`config.mk`:
```
export PLATFORM = sky130hd
export DESIGN_NAME = qupls_regfile_wrport
export DESIGN_NICKNAME = d
export VERILOG_FILES = /design/src/rtl/qupls_regfile_wrport_pkg.sv /design/src/rtl/qupls_regfile_wrport_rr_arbiter.sv /design/src/rtl/qupls_regfile_wrport.sv
export SDC_FILE = /design/constraint.sdc
export NUM_CORES = 1
export LEC_CHECK = 0
export ABC_CLOCK_PERIOD_IN_PS = 4810
export BUFFER_PORTS_ARGS = -buffer_cell sky130_fd_sc_hd__buf_4
export CAP_MARGIN = 20
export CORE_AREA = 2 2 173 175
export DETAILED_ROUTE_END_ITERATION = 10
export DIE_AREA = 0 0 175 177
export REMOVE_ABC_BUFFERS = 1
export SETUP_SLACK_MARGIN = 0.5
export SYNTH_ARGS = -nofsm -noshare
export SYNTH_HDL_FRONTEND = slang
export SYNTH_SLANG_ARGS = --single-unit
```
`constraint.sdc`:
```
create_clock -name clk -period 4.81 [get_ports clk]
set_input_delay 0.7215 -clock clk [delete_from_list [all_inputs] [get_ports clk]]
set_output_delay 0.7215 -clock clk [all_outputs]
set_load 0.05 [all_outputs]
```
`src/rtl/qupls_regfile_wrport_pkg.sv`:
```
// Minimal stand-ins for the shared CPU type packages, plus the write-port FSM state.
// Only the items used by the register-file write port are defined here.
package cpu_types_pkg;
  typedef logic [63:0] value_t;
endpackage

package QuplsPkg;
  localparam int PREGS = 64;

  typedef enum logic {
    CLEAR = 1'b0,
    RUN   = 1'b1
  } wrport_state_t;
endpackage

```
`src/rtl/qupls_regfile_wrport_rr_arbiter.sv`:
```
// Combinational round-robin arbiter: grants the first requester at or after ptr.
// Produces both a one-hot grant and its index.
module qupls_rr_arbiter #(
  parameter int N  = 4,
  localparam int IW = (N > 1) ? $clog2(N) : 1
) (
  input  logic [N-1:0]  req,
  input  logic [IW-1:0] ptr,
  output logic [N-1:0]  gnt,
  output logic [IW-1:0] gnt_idx
);

  logic          w_found;
  logic [IW-1:0] w_idx;

  always_comb begin
    gnt     = '0;
    gnt_idx = '0;
    w_found = 1'b0;
    w_idx   = '0;
    for (int k = 0; k < N; k++) begin
      w_idx = IW'((int'(ptr) + k) % N);
      if (!w_found && req[w_idx]) begin
        w_found      = 1'b1;
        gnt[w_idx]   = 1'b1;
        gnt_idx      = w_idx;
      end
    end
  end

endmodule

```
`src/rtl/qupls_regfile_wrport.sv`:
```
// Register-file write port: zero-sweeps the RAM after reset, then round-robin
// arbitrates writeback sources onto the single registered RAM write port.
module qupls_regfile_wrport
  import QuplsPkg::*;
#(
  parameter int  NSRC = 4,
  parameter int  WID  = $bits(cpu_types_pkg::value_t) + 1,
  parameter int  DEP  = PREGS,
  localparam int RBIT = $clog2(DEP) - 1
) (
  input  logic                           clk,
  input  logic                           rst,
  input  logic [NSRC-1:0]                src_valid,
  output logic [NSRC-1:0]                src_ready,
  input  logic [NSRC-1:0][RBIT:0]        src_addr,
  input  logic [NSRC-1:0][WID-1:0]       src_data,
  output logic                           rf_ena,
  output logic                           rf_wea,
  output logic [RBIT:0]                  rf_addra,
  output logic [WID-1:0]                 rf_dina,
  output logic                           wb_valid,
  output logic [RBIT:0]                  wb_addr,
  output logic [WID-1:0]                 wb_data,
  output logic                           busy
);

  localparam int            IW       = (NSRC > 1) ? $clog2(NSRC) : 1;
  localparam logic [RBIT:0] LAST_REG = (RBIT+1)'(DEP - 1);
  localparam logic [IW-1:0] LAST_SRC = IW'(NSRC - 1);

  wrport_state_t  r_state, w_state_nxt;
  logic [RBIT:0]  r_clr_cnt;
  logic [IW-1:0]  r_rr;
  logic           r_wea;
  logic [RBIT:0]  r_addr;
  logic [WID-1:0] r_data;

  logic [NSRC-1:0] w_gnt;
  logic [IW-1:0]   w_gnt_idx;
  logic            w_run;
  logic            w_hs;
  logic [RBIT:0]   w_sel_addr;
  logic [WID-1:0]  w_sel_data;
  logic            w_wr;
  logic [RBIT:0]   w_waddr;
  logic [WID-1:0]  w_wdata;

  qupls_rr_arbiter #(.N(NSRC)) u_arb (
    .req     (src_valid),
    .ptr     (r_rr),
    .gnt     (w_gnt),
    .gnt_idx (w_gnt_idx)
  );

  assign w_run      = (r_state == RUN);
  assign src_ready  = w_run ? w_gnt : '0;
  assign w_hs       = |src_ready;
  assign w_sel_addr = src_addr[w_gnt_idx];
  assign w_sel_data = src_data[w_gnt_idx];

  // Handshakes to the zero register are consumed without touching the RAM.
  always_comb begin
    w_state_nxt = r_state;
    w_wr        = 1'b0;
    w_waddr     = r_clr_cnt;
    w_wdata     = '0;
    case (r_state)
      CLEAR: begin
        w_wr = 1'b1;
        if (r_clr_cnt == LAST_REG) w_state_nxt = RUN;
      end
      RUN: begin
        w_waddr = w_sel_addr;
        w_wdata = w_sel_data;
        w_wr    = w_hs && (w_sel_addr != '0);
      end
      default: w_state_nxt = CLEAR;
    endcase
  end

  always_ff @(posedge clk or posedge rst) begin
    if (rst) begin
      r_state   <= CLEAR;
      r_clr_cnt <= '0;
      r_rr      <= '0;
      r_wea     <= 1'b0;
      r_addr    <= '0;
      r_data    <= '0;
    end else begin
      r_state <= w_state_nxt;
      if (r_state == CLEAR) r_clr_cnt <= r_clr_cnt + 1'b1;
      if (w_hs) r_rr <= (w_gnt_idx == LAST_SRC) ? '0 : w_gnt_idx + IW'(1);
      r_wea <= w_wr;
      if (w_wr) begin
        r_addr <= w_waddr;
        r_data <= w_wdata;
      end
    end
  end

  assign rf_ena   = r_wea;
  assign rf_wea   = r_wea;
  assign rf_addra = r_addr;
  assign rf_dina  = r_data;
  assign wb_valid = r_wea;
  assign wb_addr  = r_addr;
  assign wb_data  = r_data;
  assign busy     = ~w_run;

endmodule

```
==> qor.yml, run 1 <==
max_slew_margin_pct: 38.6
syn_area_um2: 6620
yosysWarningCount: 0
clock_path_buffers: 2
outcome: "completed"
area_delta_synth_final_pct: 49.4
switching_share_pct: 26.0
place_area_um2: 9580
first_iter_violations: 304
placementRows: 63
die_h_um: 177
cts-hold-fix-buffers: 0
fin_hold_ws_ps: 435
ys_top_cells_by_area: "dfrtp_1 31%, a32o_1 9.8%, buf_4 8.6%"
final_cell_mix: "447 x buf_4, 137 x nand2_1, 79 x dfrtp_1"
diodes: 0
yosys.area.top_type: "dfrtp_1"
end_kind: "primary output"
ant_nets: 0
vias_per_cell: 4.90
syn_inst: 762
synth_ff_type: "dfrtp_1"
dr.pass1.iters: 5
drc_errors: 0
hold_class: "primary input to asynchronous set/reset pin"
max_freq_ghz: 0.265
synth-edff-count: 0
maxCapViolCount: 0
antenna_found_initial: 0
powerDensity_nw_per_um2: 185
grt_use_total_pct: 15.9
power.total_mw: 1.83
overflow: 0
synth-seq-cells: 81
numClockSinks: 81
finalHoldViolCount: 0
drt_wl_total_mm: 25.7
ys_async_sr_fraction_pct: 100
dp_worst_setup_slack_ps: 709
pwr-share-comb_pct: 21.4
crit_type: "register to primary output"
dp_hpwl_mm: 18.4
crit_fanout: 12
crit_arrival_ps: 3050
setup_violations: 0
cts_made_buffers: 9
drv_slew: 0
gp_congestion: 0.762
core_area_um2: 29200
clk_latency_ps: 350
layout_commonest_cell: "buf_4"
seq_area_frac_synth_pct: 30.6
cts_tree: "yes"
drive_above_1_share_pct: 45.3
ios: 440
rr_worst_depth: 11
vdd_drop_max_uv: 154
start_util_pct: 22.7
fin_crit_ps: 3770
cts_setup_buffers: 0
vias: 7156
port_buffers: 439
grt_pass1_vias: 6956
p_clk_share_pct: 41.4
start_kind: "register"
dieArea_um2: 31000
rsz0062_at_grt: "no"
fin_crit_sh_pct: 78.4
avgSynthCellArea_um2: 8.69
finClkSkew_ps: 11.4
tightest_slew_ps: 920
synth_cell_type_count: 50
leakage_nw: 4.70
yosysTopAreaCellShare_pct: 30.6
seq_power_share_pct: 37.2
post_cts_resized: 0
die_w_um: 175
fin_area_um2: 9900
power.switching_mw: 0.476
nets: 1365
intPower_mw: 1.35
grt_max_degree: 131
cts-root-buf: "clkbuf_16"
fin_ws_ps: 1040
reg2reg_from: "r_rr[1]"
avgRoutedWirePerCell_um: 17.6
grt_pass1_wl_mm: 39.2
setup.worst_path.start: "r_rr[1]"
clk_pin_slew_ps: 70
required_ps: 4090
htreeDepth: 3
worst max-delay path: stages, from the launching register on:
cell,delay [ps]
dfrtp_1,600
inv_1,240
ha_1,510
mux4_2,420
a221o_1,370
a32oi_1,300
inv_1,80
buf_4,200
cell usage after synthesis, drive strengths merged (9+ instances only):
cell / count
buf: 102
mux2i: 17
ha: 9
dfrtp: 81
clkbuf: 55
o21ai: 12
a32o: 65
a311oi: 65
nand2: 138
nor2: 13
and2: 65
a211oi: 65
registers in the layout (all words and copies together), names as in the netlist:
| register | cells |
|---|---|
| r_state | 1 |
| r_clr_cnt | 6 |
| r_rr | 2 |
| rf_addra | 6 |
| rf_dina | 65 |
| rf_ena | 1 |
worst paths after layout:
| path | slack, ps | to |
|---|---|---|
| min reg2reg | 510 | r_clr_cnt[5] |
| max reg2reg | 1120 | rf_dina[53] |
| max | 1040 | src_ready[1] |
| min | 430 | rf_dina[30] |
| min in group clk | 510 | r_clr_cnt[5] |
| max in group asynchronous | 3390 | r_state |
power groups by stage:
stage	Sequential [mW]	Combinational (mW)	Clock (mW)
2_1_floorplan	0.694	0.169	0
3_3_place_gp	0.694	0.390	0
3_5_place_dp	0.694	0.393	0
4_1_cts	0.681	0.395	0.788
5_1_grt	0.680	0.431	0.811
6_report	0.681	0.391	0.758
metal layers:
metal / part of all wire, % / up-vias / GRT usage, %
li1: - / 3396 / -
met3: 6.1 / 20 / 3.29
met4: 1.7 / 0 / 4.31
met5: 0 / - / 0
met2: 51 / 256 / 27.7
met1: 41 / 3484 / 20.0
logic make-up after synthesis:
kind of cell | synth area share (%)
compound gates | 30.3
xor+xnor | 0.793
fa+ha+maj | 1.70
buf+inv | 15.1
flops | 30.6
mux | 4.67
simple gates | 16.9
per-stage QoR:
stage                     TNS (ps)  std cells  util, %
after floorplan            -144910        605        -
after global placement           0       1445     32.8
after detailed placement         0       1445     32.8
after CTS                        0       1460     33.8
after global routing             0       1460     33.8
final                            0       1460     33.8
cell type report:
class	instances	area, um2
fillers	3097	19300
well taps	390	488
clock buffers	10	229
repair buffers	450	3410
multi-input cells	515	3630
flip-flops and latches	81	2030
inverters	9	36.3
clock inverters	5	81.3
Note: power is estimated with default switching activity, not from simulation.
==> inputs of run 2 (changes only) <==
Settings changed: ABC_AREA set to 1, ABC_CLOCK_PERIOD_IN_PS 4810 to 3100, CORE_AREA 2 2 173 175 to 2 2 171 173, DIE_AREA 0 0 175 177 to 0 0 173 175.
Clock period 4.81 ns to 3.1 ns, I/O delays scaled along.
==> run 2 against run 1 <==
Net effect:
- die area shrank 2.3%
- sequential share of layout area shrank 1.0 points
- worst hold slack worse by 260 ps
- via count rose by 12%
- critical endpoint unchanged
- highest routed layer unchanged
==> qor.yml, run 2 <==
fin_crit_sh_pct: 89.0
synth-seq-cells: 81  # unchanged
drt_wl_total_mm: 30.0  # +17%
clk_pin_slew_ps: 70  # about the same
leakage_nw: 5.52  # +18%
layout.cells.non_filler: 1709  # +17%
yosysTopAreaCellShare_pct: 31.6  # +1.0 points
yosysWarningCount: 0  # unchanged
dieArea_um2: 30300  # -2.3%
crit_fanout: 5  # -7
crit_arrival_ps: 2290  # -760 ps
dp_hpwl_mm: 21.5  # +17%
grt_use_total_pct: 18.9  # +3.0 points
start_util_pct: 22.6  # -0.083 points
cts-root-buf: "clkbuf_16"
vias_per_cell: 4.68  # -4.6%
rr_worst_depth: 20  # +9
ios: 440  # unchanged
r2r-end: "rf_dina[30]"
required_ps: 2630  # -1460 ps
area_delta_synth_final_pct: 62.6
antenna_found_initial: 0  # unchanged
ys_top_cells_by_area: "dfrtp_1 32%, nand2_1 12%, o21ai_0 11%"
rsz0062_at_grt: "yes"
numClockSinks: 81  # unchanged
max_freq_ghz: 0.362
cts_made_buffers: 9  # unchanged
synth_top_family_by_area: "simple AND/OR/NAND/NOR gates"
synthAdderAreaFrac_pct: 1.76  # +0.057 points
fin_crit_ps: 2760
first_iter_violations: 468  # +54%
vdd_drop_max_uv: 253  # +65%
powerDensity_nw_per_um2: 278  # +50%
clock_path_buffers: 2  # unchanged
outcome: "completed"
dp_worst_setup_slack_ps: -18.3  # -728 ps
layout_commonest_cell: "buf_4"
drv_slew: 0  # unchanged
syn_inst: 964  # +27%
synth_compound_area_share_pct: 17.8  # -12 points
final_cell_mix: "459 x buf_4, 206 x nand2_1, 136 x nor2_1"
die_h_um: 175  # -1.1%
drive_above_1_share_pct: 40.9  # -4.4 points
seq_area_frac_synth_pct: 31.6  # +1.0 points
avgSynthCellArea_um2: 6.65  # -24%
setup.worst_path.start: "r_rr[0]"
maxCapViolCount: 0  # unchanged
crit_end: "src_ready[1]"
drc_errors: 0  # unchanged
ant_nets: 0  # unchanged
placementRows: 62  # -1.6%
vias: 7991  # +12%
cts_tree: "yes"
tightest_slew_ps: 658  # -262 ps
r2r_slack_ps: 350  # -770 ps
avgRoutedWirePerCell_um: 17.5  # -0.22%
muxShareOfSynthArea_pct: 0  # -4.7 points
port_buffers: 439  # unchanged
hold_class: "primary input to asynchronous set/reset pin"
max_slew_margin_pct: 56.1  # +17 points
nets: 1619  # +19%
grt_max_degree: 67  # -49%
crit_type: "register to primary output"
grt_pass1_vias: 7880  # +13%
fin_ws_ps: 340  # -700 ps
dp_cells: 1671  # +16%
dr.pass1.iters: 5  # unchanged
reg2reg_from: "r_rr[0]"
htreeDepth: 3  # unchanged
largest_reg_flops: 65  # unchanged
synth_common_cells: "212 x nand2_1, 136 x nor2_1, 136 x o21ai_0, 101 x nand3_1, 81 x dfrtp_1"
syn_area_um2: 6410  # -3.3%
synth_simple_gate_area_share_pct: 31.4  # +15 points
overflow: 0  # unchanged
diodes: 0  # unchanged
synth_cell_type_count: 28  # -44%
finClkSkew_ps: 7.66  # -3.71 ps
end_kind: "primary output"
fin_util_pct: 36.7  # +2.8 points
start_kind: "register"
synth-edff-count: 0  # unchanged
gp_congestion: 0.856  # +12%
cts-hold-fix-buffers: 0  # unchanged
ys_async_sr_fraction_pct: 100  # unchanged
synth.most_common_cell: "nand2_1"
setup_tns_ps: 0  # unchanged
yosys.area.top_type: "dfrtp_1"
grt_pass1_wl_mm: 44.9  # +14%
fillers: 3039  # -1.9%
synth_xor_xnor_area_share_pct: 0.683  # -0.11 points
synth_ff_type: "dfrtp_1"
setup_violations: 0  # unchanged
clk_latency_ps: 340  # about the same
core_area_um2: 28400  # -2.9%
die_w_um: 173  # -1.1%
finalHoldViolCount: 0  # unchanged
[run 2: cell families (layout without fill, tap and decap cells)]
family	Yosys count	count (layout)
AOI/OAI and AO/OA	210	210
xor gates and xnor gates	5	5
adders and majority gates	9	9
buffers and inverters	185	544
DFF	81	81
and+or+nand+nor	474	476
[run 2: metal layers]
metal	vias up	share of wire, %	global-route usage, %
met2	306	50	32.5
met5	-	0	0
li1	3853	-	-
met1	3789	42	23.9
met4	0	2.4	4.91
met3	43	5.8	4.20
[run 2: area by class of cell]
type	instances	area, um2	share of cell area, %
clock buffer	10	229	2.20
inverter	42	183	1.75
sequential	81	2030	19.5
tap	384	480	4.61
clock inverter	6	67.6	0.649
timing repair buffer	486	3960	38.0
multi-input combinational	700	3470	33.3
[run 2: critical path, stage by stage, from the launching register on]
cell and delay (ps):
dfrtp_2 450, inv_8 70, ha_4 210, inv_2 60, nand3_2 90, nand2_4 130, inv_4 60, buf_12 120
nor3_4 250, a21oi_1 100, o21ai_0 90, nand2_1 90, inv_1 90, buf_6 160
[run 2: where the power goes]
part           total (mW)  switching [mW]  internal [mW]
Sequential           1.06               0           1.06
Clock                1.09           0.465          0.628
Combinational       0.744           0.352          0.392
Total                2.89           0.818           2.08
[run 2: worst min-delay path by stage]
stage / from / endpoint / slack [ps] / depth (start not counted)
finish: rst / rf_dina[25] / 180 / 2
global placement: r_clr_cnt[4] / r_clr_cnt[4] / 480 / 1
global route: rst / rf_dina[25] / 210 / 2
CTS: rst / rf_dina[41] / 190 / 2
floorplan: r_clr_cnt[3] / r_clr_cnt[3] / 460 / 1
detailed placement: r_clr_cnt[3] / r_clr_cnt[3] / 490 / 1
[run 2: metrics by stage]
stage          power [mW]  hold slack (ps)  area, um2
2_1_floorplan        1.37              462       5510
3_3_place_gp         1.79              482       9590
6_report             2.89              177      10400
4_1_cts              2.92              189      10200
3_5_place_dp         1.79              485       9590
5_1_grt              3.06              207      10400
[run 2: timing repair]
action | in CTS | in global routing
cloned | 6 | 2
endpoints found under the setup margin | 78 | 76
buffers inserted | 10 | 4
gates resized for setup | 36 | 22
pin swaps | 4 | 10
==> inputs of run 3 (changes only) <==
Settings changed: ABC_AREA 1 to unset, CORE_AREA 2 2 171 173 to 2 2 169 171, DIE_AREA 0 0 173 175 to 0 0 171 173.
==> run 3 against run 2 <==
Net effect:
- sequential power about the same
- maximum frequency fell by 6.5%
- routed wire length decreased by 12%
- register-to-register slack worse by 200 ps
- cell count fell by 14%
- clock power hardly changed
- worst setup slack worse by 190 ps
- utilization rose by 1.1 points
- sequential cell count unchanged
- clock-buffer cell count rose by 2
- sequential share of layout area barely moved
- largest power group unchanged
- highest routed layer unchanged
==> qor.yml, run 3 (synthesis gave the netlist of run 1 again) <==
fin_ws_ps: 147  # -193 ps
fin_crit_ps: 2950  # +193 ps
fin_crit_sh_pct: 95.2  # +6.2 points
avgRoutedWirePerCell_um: 17.8  # +1.4%
switching_share_pct: 25.7  # -2.5 points
intPower_mw: 2.08  # about the same
cts_tree: "yes"
met1_length_mm: 10.4  # -17%
outcome: "completed"
maxCapViolCount: 0  # unchanged
end_kind: "register"
grt_pass1_wl_mm: 39.9  # -11%
clk_pin_slew_ps: 60  # about the same
placementRows: 61  # -1.6%
leakage_nw: 4.90  # -11%
required_ps: 3330  # +700 ps
start_kind: "register"
numClockSinks: 81  # unchanged
vias: 7354  # -8.0%
layout_commonest_cell: "buf_4"
drive_above_1_share_pct: 48.5  # +7.6 points
die_w_um: 171  # -1.2%
crit_type: "register to register"
power.switching_mw: 0.720  # -12%
setup_tns_ps: 0  # unchanged
p_clk_share_pct: 38.9  # +1.1 points
layout.cells.non_filler: 1475  # -14%
largest_reg_flops: 65  # unchanged
dieArea_um2: 29600  # -2.3%
die_h_um: 173  # -1.1%
overflow: 0  # unchanged
port_buffers: 439  # unchanged
setup_violations: 0  # unchanged
ios: 440  # unchanged
gp_congestion: 0.821  # -4.1%
hold_class: "primary input to asynchronous set/reset pin"
pwr-share-comb_pct: 23.4  # -2.3 points
powerDensity_nw_per_um2: 268  # -3.4%
dr.pass1.iters: 5  # unchanged
max_slew_margin_pct: 36.6  # -19 points
met3_length_mm: 1.99  # +15%
start_util_pct: 24.0  # +1.4 points
clk_latency_ps: 340  # about the same
crit_fanout: 31  # +26
highest_layer: "met4"
htreeDepth: 3  # unchanged
area_delta_synth_final_pct: 57.5
cts-root-buf: "clkbuf_16"
finalHoldViolCount: 0  # unchanged
core_area_um2: 27600  # -2.7%
nets: 1391  # -14%
tightest_slew_ps: 951  # +292 ps
final_cell_mix: "451 x buf_4, 136 x nand2_1, 79 x dfrtp_1"
drv_slew: 0  # unchanged
clock_path_buffers: 2  # unchanged
drt_wl_total_mm: 26.2  # -12%
fillers: 2893  # -4.8%
dp_cells: 1447  # -13%
dp_hpwl_mm: 19.5  # -9.2%
finClkSkew_ps: 10.1  # +2.43 ps
power.total_mw: 2.80  # -3.3%
ant_nets: 0  # unchanged
fin_hold_ws_ps: 242  # +65.5 ps
wl_met2_mm: 13.5  # -10%
grt_pass1_vias: 7290  # -7.5%
cts-hold-fix-buffers: 0  # unchanged
vias_per_cell: 4.99  # +6.6%
dp_worst_setup_slack_ps: 21.6  # +39.9 ps
diodes: 0  # unchanged
vdd_drop_max_uv: 236  # -6.7%
rsz0062_at_grt: "yes"
grt_max_degree: 82  # +22%
seq_power_share_pct: 37.8  # +1.3 points
first_iter_violations: 573  # +22%
drc_errors: 0  # unchanged
antenna_found_initial: 0  # unchanged
cts_made_buffers: 9  # unchanged
max_freq_ghz: 0.339  # -6.5%
grt_use_total_pct: 16.9  # -2.0 points
crit_arrival_ps: 3180  # +890 ps
## run 3: cell types whose count changed in the layout (fill, tap and decap cells not counted), sizes merged, moves of 6 or more
cell,previous run,this run
mux2i,0,17
a32o,0,65
o22ai,65,1
buf,485,473
mux2,0,6
a311oi,0,65
nand3,101,3
o21ai,138,12
a211oi,0,65
inv,43,7
nand2,223,138
nor2,138,13
and2,0,65
## run 3: worst max-delay path, cell delays in order, from the launching register on
cell and delay [ps]:
dfrtp_2 450, buf_12 150, mux2_4 290, o32a_1 410, o21a_4 200, mux2i_1 130
mux2_4 290, and4_4 220, a21o_4 240, buf_12 170, a32o_1 270
## run 3: power groups by stage
stage	Clock (mW)	Combinational (mW)	Sequential, mW
2_1_floorplan	0	0.263	1.08
3_3_place_gp	0	0.621	1.08
3_5_place_dp	0	0.627	1.08
4_1_cts	1.14	0.638	1.06
5_1_grt	1.18	0.715	1.06
6_report	1.09	0.653	1.06
## run 3: path summary, 6_finish.rpt
path / startpoint / end / slack [ps] / cells past startpoint
setup / recovery: r_rr[0] / rf_dina[50] / 150 / 10
hold / removal: rst / rf_dina[58] / 240 / 2
setup reg to reg: r_rr[0] / rf_dina[50] / 150 / 10
hold reg to reg: r_clr_cnt[5] / r_clr_cnt[5] / 500 / 1
max in group asynchronous: rst / r_rr[0] / 2160 / 3
min in group clk: r_clr_cnt[5] / r_clr_cnt[5] / 500 / 1
## run 3: repair_timing
item,CTS,global route
cloned,1,2
setup buffers,4,5
resized for setup,8,42
setup endpoints to repair,78,78
pin swaps,4,12
## run 3: layout make-up
type / instances / area, um2 / area share [%]
timing repair buffer: 475 / 3800 / 36.5
multi-input combinational: 516 / 3790 / 36.3
sequential: 81 / 2030 / 19.5
tap: 378 / 473 / 4.53
clock buffer: 12 / 246 / 2.36
clock inverter: 4 / 52.6 / 0.504
inverter: 9 / 37.5 / 0.360
## run 3: per-stage QoR
stage,utilization (%),cell area [um2]
floorplan,-,5660
global placement,35.5,9800
detailed placement,35.5,9800
CTS,36.8,10200
global route,37.8,10400
finish,37.8,10400
## run 3: metal layers
layer  track usage (%)  up-vias
met1              20.5     3552
met2              29.8      321
met5                 0        -
met4              3.71        0
met3              4.21       29
li1                  -     3452
